<file path="src/rtl/point_mult_seq_if.sv">
// Bundle between the pointwise-multiply sequencer and its surroundings:
// operand read ports, multiplier operand/product lanes, result write port
// and the start/busy/done handshake.
// Optional macro POINT_MULT_SEQ_STALL_EN adds the stall input.
interface point_mult_seq_if #(
    parameter int N = 19,
    parameter int D = 8,
    parameter int L = 256
);
    localparam int BEATS = L / D;
    localparam int AW    = (BEATS > 1) ? $clog2(BEATS) : 1;

    logic                start;
    logic                busy;
    logic                done;
    logic                rd_en;
    logic [AW-1:0]       rd_addr;
    logic [D-1:0][N-1:0] a_rdata;
    logic [D-1:0][N-1:0] b_rdata;
    logic [D-1:0][N-1:0] mult_a;
    logic [D-1:0][N-1:0] mult_b;
    logic [D-1:0][N-1:0] mult_p;
    logic                wr_en;
    logic [AW-1:0]       wr_addr;
    logic [D-1:0][N-1:0] wr_data;
`ifdef POINT_MULT_SEQ_STALL_EN
    logic                stall;
`endif

    // Sequencer side
    modport master (
`ifdef POINT_MULT_SEQ_STALL_EN
        input  stall,
`endif
        input  start, a_rdata, b_rdata, mult_p,
        output busy, done, rd_en, rd_addr, mult_a, mult_b, wr_en, wr_addr, wr_data
    );

    // Memories / multiplier / controller side
    modport slave (
`ifdef POINT_MULT_SEQ_STALL_EN
        output stall,
`endif
        output start, a_rdata, b_rdata, mult_p,
        input  busy, done, rd_en, rd_addr, mult_a, mult_b, wr_en, wr_addr, wr_data
    );
endinterface

</file>
<file path="src/rtl/point_mult_seq.sv">
// Pointwise-multiply sequencer: reads D-lane beats of polynomials A and B,
// registers them into the external combinational modular multiplier,
// registers the product and writes it to the result memory.
// Pipeline per beat: read issue -> operand regs -> result reg/write.
// Optional macro POINT_MULT_SEQ_STALL_EN: stall input freezes the whole
// sequencer (operand memories are expected to hold read data while rd_en=0).
module point_mult_seq #(
    parameter int N = 19,
    parameter int D = 8,
    parameter int L = 256
) (
    input logic           clk,
    input logic           rst_n,
    point_mult_seq_if.master bus
);
    localparam int            BEATS = L / D;
    localparam int            AW    = (BEATS > 1) ? $clog2(BEATS) : 1;
    localparam logic [AW-1:0] LAST  = AW'(BEATS - 1);

    typedef enum logic [1:0] {IDLE, READ, DRAIN, DONE} state_t;

    state_t              state, state_n;
    logic [AW-1:0]       rd_addr_q, wr_addr_q;
    // [0] read data arriving, [1] operands registered, [2] result write
    logic [2:0]          vld_pipe;
    logic [D-1:0][N-1:0] opa_q, opb_q, prod_q;
    logic                active, hold, rd_go;

    assign active = (state == READ) || (state == DRAIN);
`ifdef POINT_MULT_SEQ_STALL_EN
    assign hold   = bus.stall && active;
`else
    assign hold   = 1'b0;
`endif
    assign rd_go  = (state == READ) && !hold;

    assign bus.busy    = active;
    assign bus.done    = (state == DONE);
    assign bus.rd_en   = rd_go;
    assign bus.rd_addr = rd_addr_q;
    assign bus.mult_a  = opa_q;
    assign bus.mult_b  = opb_q;
    assign bus.wr_en   = vld_pipe[2] && !hold;
    assign bus.wr_addr = wr_addr_q;
    assign bus.wr_data = prod_q;

    // State register
    always_ff @(posedge clk or negedge rst_n) begin
        if (!rst_n) state <= IDLE;
        else        state <= state_n;
    end

    // Next state: leave DRAIN once the last beat's write is on the bus
    always_comb begin
        state_n = state;
        case (state)
            IDLE:    if (bus.start) state_n = READ;
            READ:    if (!hold && rd_addr_q == LAST) state_n = DRAIN;
            DRAIN:   if (!hold && vld_pipe[2] && wr_addr_q == LAST) state_n = DONE;
            DONE:    state_n = IDLE;
            default: state_n = IDLE;
        endcase
    end

    // Independent read/write beat counters, wrapping to 0 after the last beat
    always_ff @(posedge clk or negedge rst_n) begin
        if (!rst_n) begin
            rd_addr_q <= '0;
            wr_addr_q <= '0;
        end else begin
            if (rd_go)
                rd_addr_q <= (rd_addr_q == LAST) ? '0 : rd_addr_q + 1'b1;
            if (!hold && vld_pipe[2])
                wr_addr_q <= (wr_addr_q == LAST) ? '0 : wr_addr_q + 1'b1;
        end
    end

    // Valid shift register and data registers; everything freezes on hold
    always_ff @(posedge clk or negedge rst_n) begin
        if (!rst_n) begin
            vld_pipe <= '0;
            opa_q    <= '0;
            opb_q    <= '0;
            prod_q   <= '0;
        end else if (!hold) begin
            vld_pipe <= {vld_pipe[1:0], rd_go};
            if (vld_pipe[0]) begin
                opa_q <= bus.a_rdata;
                opb_q <= bus.b_rdata;
            end
            if (vld_pipe[1])
                prod_q <= bus.mult_p;
        end
    end
endmodule

</file>
<file path="src/flat_wrapper.sv">
// flat-port wrapper written by rule: the top's interface ports become plain ports
module point_mult_seq_flat 
#(
    parameter int N = 19,
    parameter int D = 8,
    parameter int L = 256
)
  (clk, rst_n, bus_start, bus_a_rdata, bus_b_rdata, bus_mult_p, bus_busy, bus_done, bus_rd_en, bus_rd_addr, bus_mult_a, bus_mult_b, bus_wr_en, bus_wr_addr, bus_wr_data);
  point_mult_seq_if #(.N(N), .D(D), .L(L)) bus_i ();
  input logic clk;
  input logic rst_n;
  input wire logic [$bits(bus_i.start)-1:0] bus_start;
  input wire logic [$bits(bus_i.a_rdata)-1:0] bus_a_rdata;
  input wire logic [$bits(bus_i.b_rdata)-1:0] bus_b_rdata;
  input wire logic [$bits(bus_i.mult_p)-1:0] bus_mult_p;
  output wire logic [$bits(bus_i.busy)-1:0] bus_busy;
  output wire logic [$bits(bus_i.done)-1:0] bus_done;
  output wire logic [$bits(bus_i.rd_en)-1:0] bus_rd_en;
  output wire logic [$bits(bus_i.rd_addr)-1:0] bus_rd_addr;
  output wire logic [$bits(bus_i.mult_a)-1:0] bus_mult_a;
  output wire logic [$bits(bus_i.mult_b)-1:0] bus_mult_b;
  output wire logic [$bits(bus_i.wr_en)-1:0] bus_wr_en;
  output wire logic [$bits(bus_i.wr_addr)-1:0] bus_wr_addr;
  output wire logic [$bits(bus_i.wr_data)-1:0] bus_wr_data;
  assign bus_i.start = bus_start;
  assign bus_i.a_rdata = bus_a_rdata;
  assign bus_i.b_rdata = bus_b_rdata;
  assign bus_i.mult_p = bus_mult_p;
  assign bus_busy = bus_i.busy;
  assign bus_done = bus_i.done;
  assign bus_rd_en = bus_i.rd_en;
  assign bus_rd_addr = bus_i.rd_addr;
  assign bus_mult_a = bus_i.mult_a;
  assign bus_mult_b = bus_i.mult_b;
  assign bus_wr_en = bus_i.wr_en;
  assign bus_wr_addr = bus_i.wr_addr;
  assign bus_wr_data = bus_i.wr_data;
  point_mult_seq #(.N(N), .D(D), .L(L)) u_core (.clk(clk), .rst_n(rst_n), .bus(bus_i));
endmodule
</file>
<file path="config.mk">
export PLATFORM = sky130hd
export DESIGN_NAME = point_mult_seq_flat
export DESIGN_NICKNAME = d
export VERILOG_FILES = /design/src/rtl/point_mult_seq_if.sv /design/src/rtl/point_mult_seq.sv /design/src/flat_wrapper.sv
export SDC_FILE = /design/constraint.sdc
export NUM_CORES = 1
export LEC_CHECK = 0
export BUFFER_PORTS_ARGS = -buffer_cell sky130_fd_sc_hd__buf_2
export CAP_MARGIN = 10
export CORE_AREA = 3 3 355 357
export CTS_CLUSTER_DIAMETER = 60
export CTS_CLUSTER_SIZE = 10
export DETAILED_ROUTE_END_ITERATION = 7
export DIE_AREA = 0 0 358 360
export PLACE_DENSITY_LB_ADDON = 0.25
export REMOVE_ABC_BUFFERS = 1
export SETUP_SLACK_MARGIN = 0.05
export SYNTH_ARGS = -nofsm -noshare
export SYNTH_HDL_FRONTEND = slang
export SYNTH_SLANG_ARGS = --single-unit
export TNS_END_PERCENT = 1
</file>
<file path="constraint.sdc">
create_clock -name clk -period 3.07 [get_ports clk]
set_input_delay 0.614 -clock clk [delete_from_list [all_inputs] [get_ports clk]]
set_output_delay 0.614 -clock clk [all_outputs]
set_load 0.01 [all_outputs]
</file>
==> metrics.yaml, run 1 <==
run_status:
  status: "completed"
job:
  drv_cap: 0
yosys:
  ys_seq_area_share_pct: 66.4
  synthDistinctLibCells: 19
  avgSynthCellArea_sq_um: 17.4
  ys_ff_latch: 471
  ys_warn_count: 0
  syn-instance-count: 1022
  synth_area_sq_um: 17800
floorplanning:
  dieArea_sq_um: 129000
  core_sq_um: 123000
  start_util_pct: 14.4
  fp.dieH_microns: 360
  io_pins: 929
  rows: 129
  die_x_microns: 358
place:
  io_buffers: 928
  dp_cells: 3572
  routabilityCongestion: 0.774
  postPlaceCellArea_sq_um: 24400
  dp_hpwl_microns: 49500
cells_and_area:
  syn_to_final_growth_pct: 50.8
  final_cells: 3698
  nNetsFinal: 2476
  final_common_cell: "buf_2"
  multi_input_area_sq_um: 5460
  fillerInstances: 13400
  drive_above_1_share_pct: 74.9
  final_cell_mix: "buf_2 (927), dfrtp_1 (469), mux2_2 (459), clkbuf_16 (72), buf_4 (23)"
  final_cell_area_sq_um: 26800
  regArea_sq_um: 11800
routing:
  routedWlPerCell_microns: 17.1
  initialDrtViolationCount: 326
  routed_via_density: 3.34
  routed_wl_microns: 63400
  drc: 0
  ant_nets: 0
  num_vias: 12400
  drt_first_pass_iters: 4
power_and_ir_drop:
  swShare_pct: 34.0
  p_seq_share_pct: 35.9
  combPwrFrac_pct: 38.4
  peakVddDrop_v: 0.000716
  p_switching_mw: 10.7
  p_leak_nw: 12.5
  cell_internal_pwr_mw: 20.8
  pwr-share-clk_pct: 25.7
  power_density_nw_per_um2: 1180
sta:
  hold_ws_ps: 212
  hold_violations: 0
  max-slew-margin-rel_pct: 49.6
  rsz0062_at_grt: "no"
  post-route-min-period_ps: 2230
  setup_viol: 0
  tns_ps: 0
  finalCritPeriodShare_pct: 72.7
  fmax_ghz: 0.448
  slew_viol_final: 0
  tightest_slew_ps: 755
  fin_skew_ps: 19.4
critical_path:
  crit_arrival_ps: 1620
  crit_path_start_kind: "flop"
  cp-startpoint: "u_core.state[1]"
  path_class: "reg -> out"
  crit_path_max_fanout: 8
  required_ps: 2460
  rr_startpoint: "u_core.bus.rd_addr[0]"
  cp-end-kind: "output pin"
clock_network:
  cts_resized: 0
  root_buffer: "clkbuf_16"
  clk_pin_slew_worst_paths_ps: 50
  htreeDepth: 3
  cts_tree: "built"
  clk-insertion-delay-late_ps: 620
  numCtsBuffers: 71
  cts_sinks: 471
  cts_buffer_depth: 3
global_route:
  track_usage_pct: 9.50
  grt_pass1_wl_microns: 90500
  gr-total-overflow: 0
  antenna_found_initial: 10
  grt_pass1_vias: 13500
  grt_max_degree: 70
min_path:
  hp-start: "bus_mult_p[65]"
  worstHoldPathType: "in -> reg"
==> repair_timing <==
| item | in CTS | in global routing |
|---|---|---|
| hold buffers | 1 | 0 |
| buffers inserted | 0 | 0 |
| endpoints found under the hold margin | 38 | 0 |
==> metal layers <==
layer	up-vias	track usage, %	part of all wire [%]
met3	113	3.96	9.4
li1	5630	-	-
met1	6078	9.36	34
met5	-	0	0.054
met2	540	17.7	54
met4	4	3.33	2.8
==> power by group through the flow <==
stage | clock network (mW) | logic, mW | registers [mW]
after floorplan | 0 | 4.03 | 12.9
final | 8.10 | 12.1 | 11.3
after detailed placement | 0 | 12.5 | 11.4
after global routing | 8.72 | 13.1 | 11.8
after CTS | 8.46 | 12.5 | 11.4
after global placement | 0 | 12.4 | 11.4
==> stage by stage <==
step | utilization (%) | power [mW] | worst slack, ps
finish | 21.7 | 31.5 | 838
floorplan | - | 16.9 | -4330
detailed placement | 19.8 | 23.9 | 1170
CTS | 21.7 | 32.3 | 698
global placement | 19.8 | 23.8 | 1200
global route | 21.7 | 33.6 | 647
==> final timing paths <==
check	end	slack, ps	cells past startpoint
max	bus_rd_en	840	3
min	u_core.bus.wr_data[65]	210	2
max reg2reg	u_core.state[1]	1220	6
min reg2reg	u_core.bus.wr_data[57]	500	1
max in group asynchronous	u_core.bus.wr_addr[0]	1590	4
min in group asynchronous	u_core.bus.mult_a[7]	500	2
==> cell type report <==
type                    instances  area share (%)
flip-flops and latches        471            44.0
multi-input cells             495            20.4
repair buffers                965            19.0
well taps                    1637            7.65
clock buffers                  92            7.49
clock inverters                28            1.28
inverters                       5          0.0701
diodes                          5          0.0467
==> cell usage after synthesis <==
cell / n / area share [%]
o32a_1: 1 / 0.056
a221oi_2: 1 / 0.085
nand2_1: 5 / 0.11
nand3b_1: 2 / 0.085
nand2b_1: 4 / 0.14
mux2_2: 459 / 29
buf_2: 13 / 0.37
and2b_1: 1 / 0.042
inv_1: 5 / 0.11
dfrtp_1: 471 / 66
o21ai_0: 4 / 0.11
and3_1: 2 / 0.070
o22ai_1: 1 / 0.035
mux2i_1: 2 / 0.11
mux2_1: 1 / 0.063
buf_6: 38 / 2.4
o311ai_0: 2 / 0.099
ha_1: 8 / 0.56
nand3_1: 2 / 0.056
==> flip-flops by register name (all words and copies together), names as in the netlist <==
signal / flops
u_core.bus.wr_data: 152
u_core.state: 2
u_core.bus.mult_b: 152
u_core.bus.rd_addr: 5
u_core.vld_pipe: 3
u_core.bus.wr_addr: 5
u_core.bus.mult_a: 152
==> kinds of logic (layout without fill, tap and decap cells) <==
group / count (synthesis) / after routing / synth area share (%)
flip-flops: 471 / 471 / 66.4
multiplexers: 462 / 462 / 29.3
buffers and inverters: 56 / 1090 / 2.88
AND/OR/NAND/NOR: 16 / 16 / 0.500
AO/OA/AOI/OAI: 9 / 9 / 0.388
adder cells (fa/ha/maj): 8 / 8 / 0.564
other: 0 / 5 / 0
==> critical path, cell delays in order (launching register included) <==
cell     delay [ps]
dfrtp_1         410
inv_1           100
ha_1            300
buf_2           200
Power figures use the tool's default switching activity.
==> run 2: changes to the inputs <==
==> constraint.sdc (replaced) <==
create_clock -name clk -period 1.9 [get_ports clk]
set_input_delay 0.38 -clock clk [delete_from_list [all_inputs] [get_ports clk]]
set_output_delay 0.38 -clock clk [all_outputs]
set_load 0.01 [all_outputs]
==> metrics.yaml, run 2 (synthesized netlist as in run 1, its figures left out) <==
floorplanning:
  dieArea_sq_um: 129000  # unchanged
  rows: 129  # unchanged
  die_x_microns: 358  # unchanged
  start_util_pct: 14.4  # unchanged
  io_pins: 929  # unchanged
  fp.dieH_microns: 360  # unchanged
  core_sq_um: 123000  # unchanged
critical_path:
  crit_path_max_fanout: 4  # -4
  crit_arrival_ps: 1480  # -140 ps
  required_ps: 1520  # -940 ps
  cpMaxStageDelayCell: "dfrtp_2"
  crit_path_start_kind: "flop"
  path_class: "reg -> out"
  path_cells: "inv_2, ha_4, buf_6"
  slowest_delay_ps: 420  # about the same
  cp-end-kind: "output pin"
clock_network:
  root_buffer: "clkbuf_16"
  clk_pin_slew_worst_paths_ps: 50  # about the same
  cts_tree: "built"
  clk-insertion-delay-late_ps: 630  # about the same
  htreeDepth: 3  # unchanged
  numCtsBuffers: 67  # -5.6%
  cts_buffer_depth: 3  # unchanged
  cts_sinks: 471  # unchanged
routing:
  num_vias: 14200  # +15%
  routed_wl_microns: 66800  # +5.4%
  ant_nets: 0  # unchanged
  drt_first_pass_iters: 4  # unchanged
  initialDrtViolationCount: 434  # +33%
  routedWlPerCell_microns: 16.0  # -6.4%
  routed_via_density: 3.41  # +1.9%
  drc: 0  # unchanged
power_and_ir_drop:
  peakVddDrop_v: 0.000886  # +24%
  power_density_nw_per_um2: 1640  # +39%
  p_leak_nw: 14.4  # +16%
  power.total_mw: 51.6  # +64%
cells_and_area:
  syn_to_final_growth_pct: 77.1
  drive_above_1_share_pct: 61.8  # -13 points
  final_common_cell: "buf_2"
  final_cell_area_sq_um: 31400  # +17%
  nNetsFinal: 2957  # +19%
  final_cells: 4166  # +13%
  final_cell_mix: "buf_2 (924), dfrtp_1 (468), mux2_2 (459), dlygate4sd3_1 (456), clkbuf_16 (68)"
  utilization_pct: 25.5  # +3.8 points
sta:
  hold_violations: 0  # unchanged
  fmax_ghz: 0.536
  finalCritPeriodShare_pct: 98.1
  max-slew-margin-rel_pct: 52.5  # +2.8 points
  fin_skew_ps: 21.8  # +2.33 ps
  setup_viol: 0  # unchanged
  slew_viol_final: 0  # unchanged
  rsz0062_at_grt: "yes"
  post-route-min-period_ps: 1860
  tightest_slew_ps: 713  # -42.7 ps
global_route:
  gr-total-overflow: 0  # unchanged
  track_usage_pct: 10.0  # +0.50 points
  grt_pass1_wl_microns: 98000  # +8.3%
  grt_pass1_vias: 15800  # +17%
  grt_max_degree: 108  # +54%
  antenna_found_initial: 5  # -5
job:
  drv_cap: 0  # unchanged
place:
  postPlaceCellArea_sq_um: 24600  # +0.87%
  io_buffers: 928  # unchanged
  dp_cells: 3597  # +0.70%
  routabilityCongestion: 0.777  # +0.32%
  dp_hpwl_microns: 50600  # +2.2%
min_path:
  worstHoldPathType: "in -> reg"
run_status:
  status: "completed"
==> run 2: cell count changes in the layout (fill, tap and decap cells not counted), sizes merged, moves of 2 or more <==
cell,change
dlygate4sd3,+455
clkinvlp,+2
inv,-5
buf,+30
clkbuf,-14
diode,-2
==> run 2: repair_timing <==
action                                 in CTS  in global routing
hold buffers                              456                  0
endpoints found under the hold margin     735                  0
gates cloned                                0                  0
resized for setup                          14                  2
setup buffers                               4                  1
setup endpoints to repair                   3                  5
pin swaps                                   3                  0
==> run 2: path summary, 6_finish.rpt <==
| check | startpoint | endpoint | slack [ps] | cells after the start |
|---|---|---|---|---|
| min | bus_b_rdata[10] | u_core.bus.mult_b[10] | 110 | 2 |
| max | u_core.state[0] | bus_busy | 40 | 3 |
| min in group asynchronous | rst_n | u_core.bus.mult_a[10] | 180 | 2 |
| max in group asynchronous | rst_n | u_core.vld_pipe[0] | 720 | 3 |
| min reg2reg | u_core.bus.mult_a[109] | u_core.bus.mult_a[109] | 500 | 1 |
| max reg2reg | u_core.bus.rd_addr[0] | u_core.state[1] | 90 | 6 |
==> run 2: metal layers <==
metal	track usage [%]	share of wire (%)	routed length, microns
met1	10.1	36	23900
met2	18.6	53	35500
met3	3.19	8.1	5400
met4	4.27	3.0	2010
met5	0	0.016	11
==> run 2: layout make-up <==
cell class,count,area [sq um]
fillers,13000,91900
flip-flops and latches,471,11800
repair buffers,1450,9930
multi-input cells,495,5500
well taps,1637,2050
clock buffers,78,1780
clock inverters,27,375
inverters,5,18.8
diodes,3,7.51
==> run 2: through the flow <==
stage / TNS (ps) / hold slack (ps) / setup slack [ps]
6_report: 0 / 112 / 35.4
5_1_grt: -205 / 53.6 / -69.1
4_1_cts: -218 / 37.3 / -90.7
3_5_place_dp: 0 / 230 / 93.2
3_3_place_gp: 0 / 230 / 77.8
2_1_floorplan: -1996830 / 84.4 / -5500
==> run 2: report_power, final <==
| group | internal, mW | total [mW] | switching, mW |
|---|---|---|---|
| registers | 15.3 | 18.0 | 2.68 |
| clock network | 7.42 | 12.3 | 4.88 |
| logic | 11.3 | 21.3 | 10.1 |
| total | 34.0 | 51.6 | 17.6 |
==> run 2: worst max-delay path, delay by kind of cell, from the launching register on <==
family / cells / cell delay, ps
adder cells (fa/ha/maj): 1 / 270
flip-flops: 1 / 420
buffers and inverters: 2 / 170
==> run 3: changes to the inputs <==
--- a/config.mk
+++ b/config.mk
@@ -12,7 +12,7 @@
 export CTS_CLUSTER_SIZE = 10
 export DETAILED_ROUTE_END_ITERATION = 7
 export DIE_AREA = 0 0 358 360
-export PLACE_DENSITY_LB_ADDON = 0.25
+export PLACE_DENSITY = 0.31
 export REMOVE_ABC_BUFFERS = 1
 export SETUP_SLACK_MARGIN = 0.05
 export SYNTH_ARGS = -nofsm -noshare
==> metrics.yaml, run 3 (synthesized netlist as in run 1, its figures left out) <==
critical_path:
  cp-startpoint: "u_core.state[1]"
  crit_path_start_kind: "flop"
  cp-end-kind: "output pin"
  required_ps: 1520  # about the same
  crit_arrival_ps: 1470  # about the same
  path_class: "reg -> out"
  crit_path_max_fanout: 3  # -1
  rr_startpoint: "u_core.bus.wr_addr[1]"
power_and_ir_drop:
  peakVddDrop_v: 0.000799  # -9.9%
  p_leak_nw: 14.7  # +1.5%
  power_density_nw_per_um2: 1690  # +2.8%
  power.total_mw: 54.0  # +4.6%
global_route:
  antenna_found_initial: 10  # +5
  grt_max_degree: 57  # -47%
  grt_pass1_vias: 16400  # +4.2%
  gr-total-overflow: 0  # unchanged
  grt_pass1_wl_microns: 104000  # +5.7%
  track_usage_pct: 10.6  # +0.63 points
routing:
  wl_met2_microns: 37900  # +6.7%
  met3_wirelength_microns: 5910  # +9.5%
  routedWlPerCell_microns: 16.8  # +5.0%
  wl_met1_microns: 24600  # +2.9%
  drt_first_pass_iters: 4  # unchanged
  initialDrtViolationCount: 391  # -9.9%
  drc: 0  # unchanged
  top_layer: "met5"
  ant_nets: 0  # unchanged
  num_vias: 14400  # +1.7%
  routed_via_density: 3.44  # +1.0%
  routed_wl_microns: 70600  # +5.7%
sta:
  fin_skew_ps: 22.8  # +1.06 ps
  setup_viol: 0  # unchanged
  hold_violations: 0  # unchanged
  hold_ws_ps: 64.0  # -48.2 ps
  max-slew-margin-rel_pct: 59.4  # +6.9 points
  post-route-min-period_ps: 1850  # -15.7 ps
  finalCritPeriodShare_pct: 97.3  # -0.83 points
  fmax_ghz: 0.541  # +0.85%
  tightest_slew_ps: 609  # -103 ps
  setup_ws_ps: 51.1  # +15.7 ps
  rsz0062_at_grt: "yes"
  slew_viol_final: 0  # unchanged
floorplanning:
  core_sq_um: 123000  # unchanged
  io_pins: 929  # unchanged
  die_x_microns: 358  # unchanged
  fp.dieH_microns: 360  # unchanged
  dieArea_sq_um: 129000  # unchanged
  rows: 129  # unchanged
  start_util_pct: 14.4  # unchanged
run_status:
  status: "completed"
cells_and_area:
  fillerInstances: 13100  # +0.28%
  final_cell_area_sq_um: 32000  # +1.8%
  multi_input_area_sq_um: 5520  # +0.43%
  syn_to_final_growth_pct: 80.3
  final_common_cell: "buf_2"
  drive_above_1_share_pct: 62.3  # +0.54 points
  regArea_sq_um: 11800  # about the same
  nNetsFinal: 2957  # unchanged
  final_cell_mix: "buf_2 (924), dfrtp_1 (469), mux2_2 (459), dlygate4sd3_1 (455), clkbuf_16 (80)"
clock_network:
  cts_buffer_depth: 3  # unchanged
  cts_sinks: 471  # unchanged
  cts_tree: "built"
  htreeDepth: 3  # unchanged
  clk-insertion-delay-late_ps: 630  # about the same
  numCtsBuffers: 78  # +16%
  root_buffer: "clkbuf_16"
  clk_pin_slew_worst_paths_ps: 50  # about the same
min_path:
  worstHoldPathType: "in -> reg"
  hp-start: "bus_b_rdata[75]"
place:
  postPlaceCellArea_sq_um: 24600  # about the same
  io_buffers: 928  # unchanged
  dp_slack_ps: 47.2  # -46.0 ps
  routabilityCongestion: 0.747  # -3.8%
  dp_hpwl_microns: 53900  # +6.5%
job:
  drv_cap: 0  # unchanged
==> run 3: changes by cell type in the layout (fill, tap and decap cells not counted), moves of 3 or more <==
cell        previous run  this run
clkinv_2               6        12
clkbuf_8               4         8
clkbuf_16             68        80
inv_6                  3         6
buf_4                 49        32
clkinvlp_4             5        12
ha_1                   5         2
diode_2                3         9
buf_12                15        24
==> run 3: power breakdown <==
part           switching (mW)  leakage, nW  internal (mW)
Sequential               2.67         5.54           15.3
Combinational            10.2         7.85           11.3
Clock                    5.48         1.28           9.05
Total                    18.3         14.7           35.6
==> run 3: final timing paths <==
kind / to / slack (ps) / depth (start not counted)
setup / recovery: bus_busy / 50 / 3
hold / removal: u_core.bus.mult_b[75] / 60 / 2
setup reg to reg: u_core.state[1] / 110 / 6
hold reg to reg: u_core.bus.mult_b[93] / 500 / 1
max in group asynchronous: u_core.bus.mult_b[130] / 860 / 3
min in group asynchronous: u_core.bus.mult_b[115] / 320 / 2
==> run 3: stage by stage <==
stage               util, %  setup TNS [ps]  cells
finish                 26.0               0   4195
global route           25.9           -61.1   4188
CTS                    25.9           -67.4   4185
detailed placement     20.0               0   3585
global placement       20.0               0   3585
floorplan                 -        -1996830    971
==> run 3: area by class of cell <==
| type | count | share of cell area (%) |
|---|---|---|
| Timing Repair Buffer | 1439 | 31.1 |
| Sequential cell | 471 | 36.8 |
| Inverter | 5 | 0.0586 |
| Clock buffer | 94 | 6.67 |
| Tap cell | 1637 | 6.40 |
| Clock inverter | 45 | 1.64 |
| Multi-Input combinational cell | 495 | 17.2 |
| Antenna cell | 9 | 0.0704 |
==> run 3: metal layers <==
layer / global-route usage (%) / vias up
li1: - / 6609
met5: 0 / -
met2: 20.2 / 587
met3: 3.63 / 108
met4: 4.05 / 4
met1: 10.5 / 7129
==> run 3: critical path, stage by stage, from the launching register on <==
cell,delay [ps]
dfrtp_1,380
inv_2,80
ha_4,280
buf_6,110
==> run 3: repair_timing <==
action,CTS,global route
gates resized for setup,17,3
pin swaps,2,1
setup endpoints to repair,4,5
hold buffers,455,0
setup buffers,6,1
hold endpoints to repair,473,0
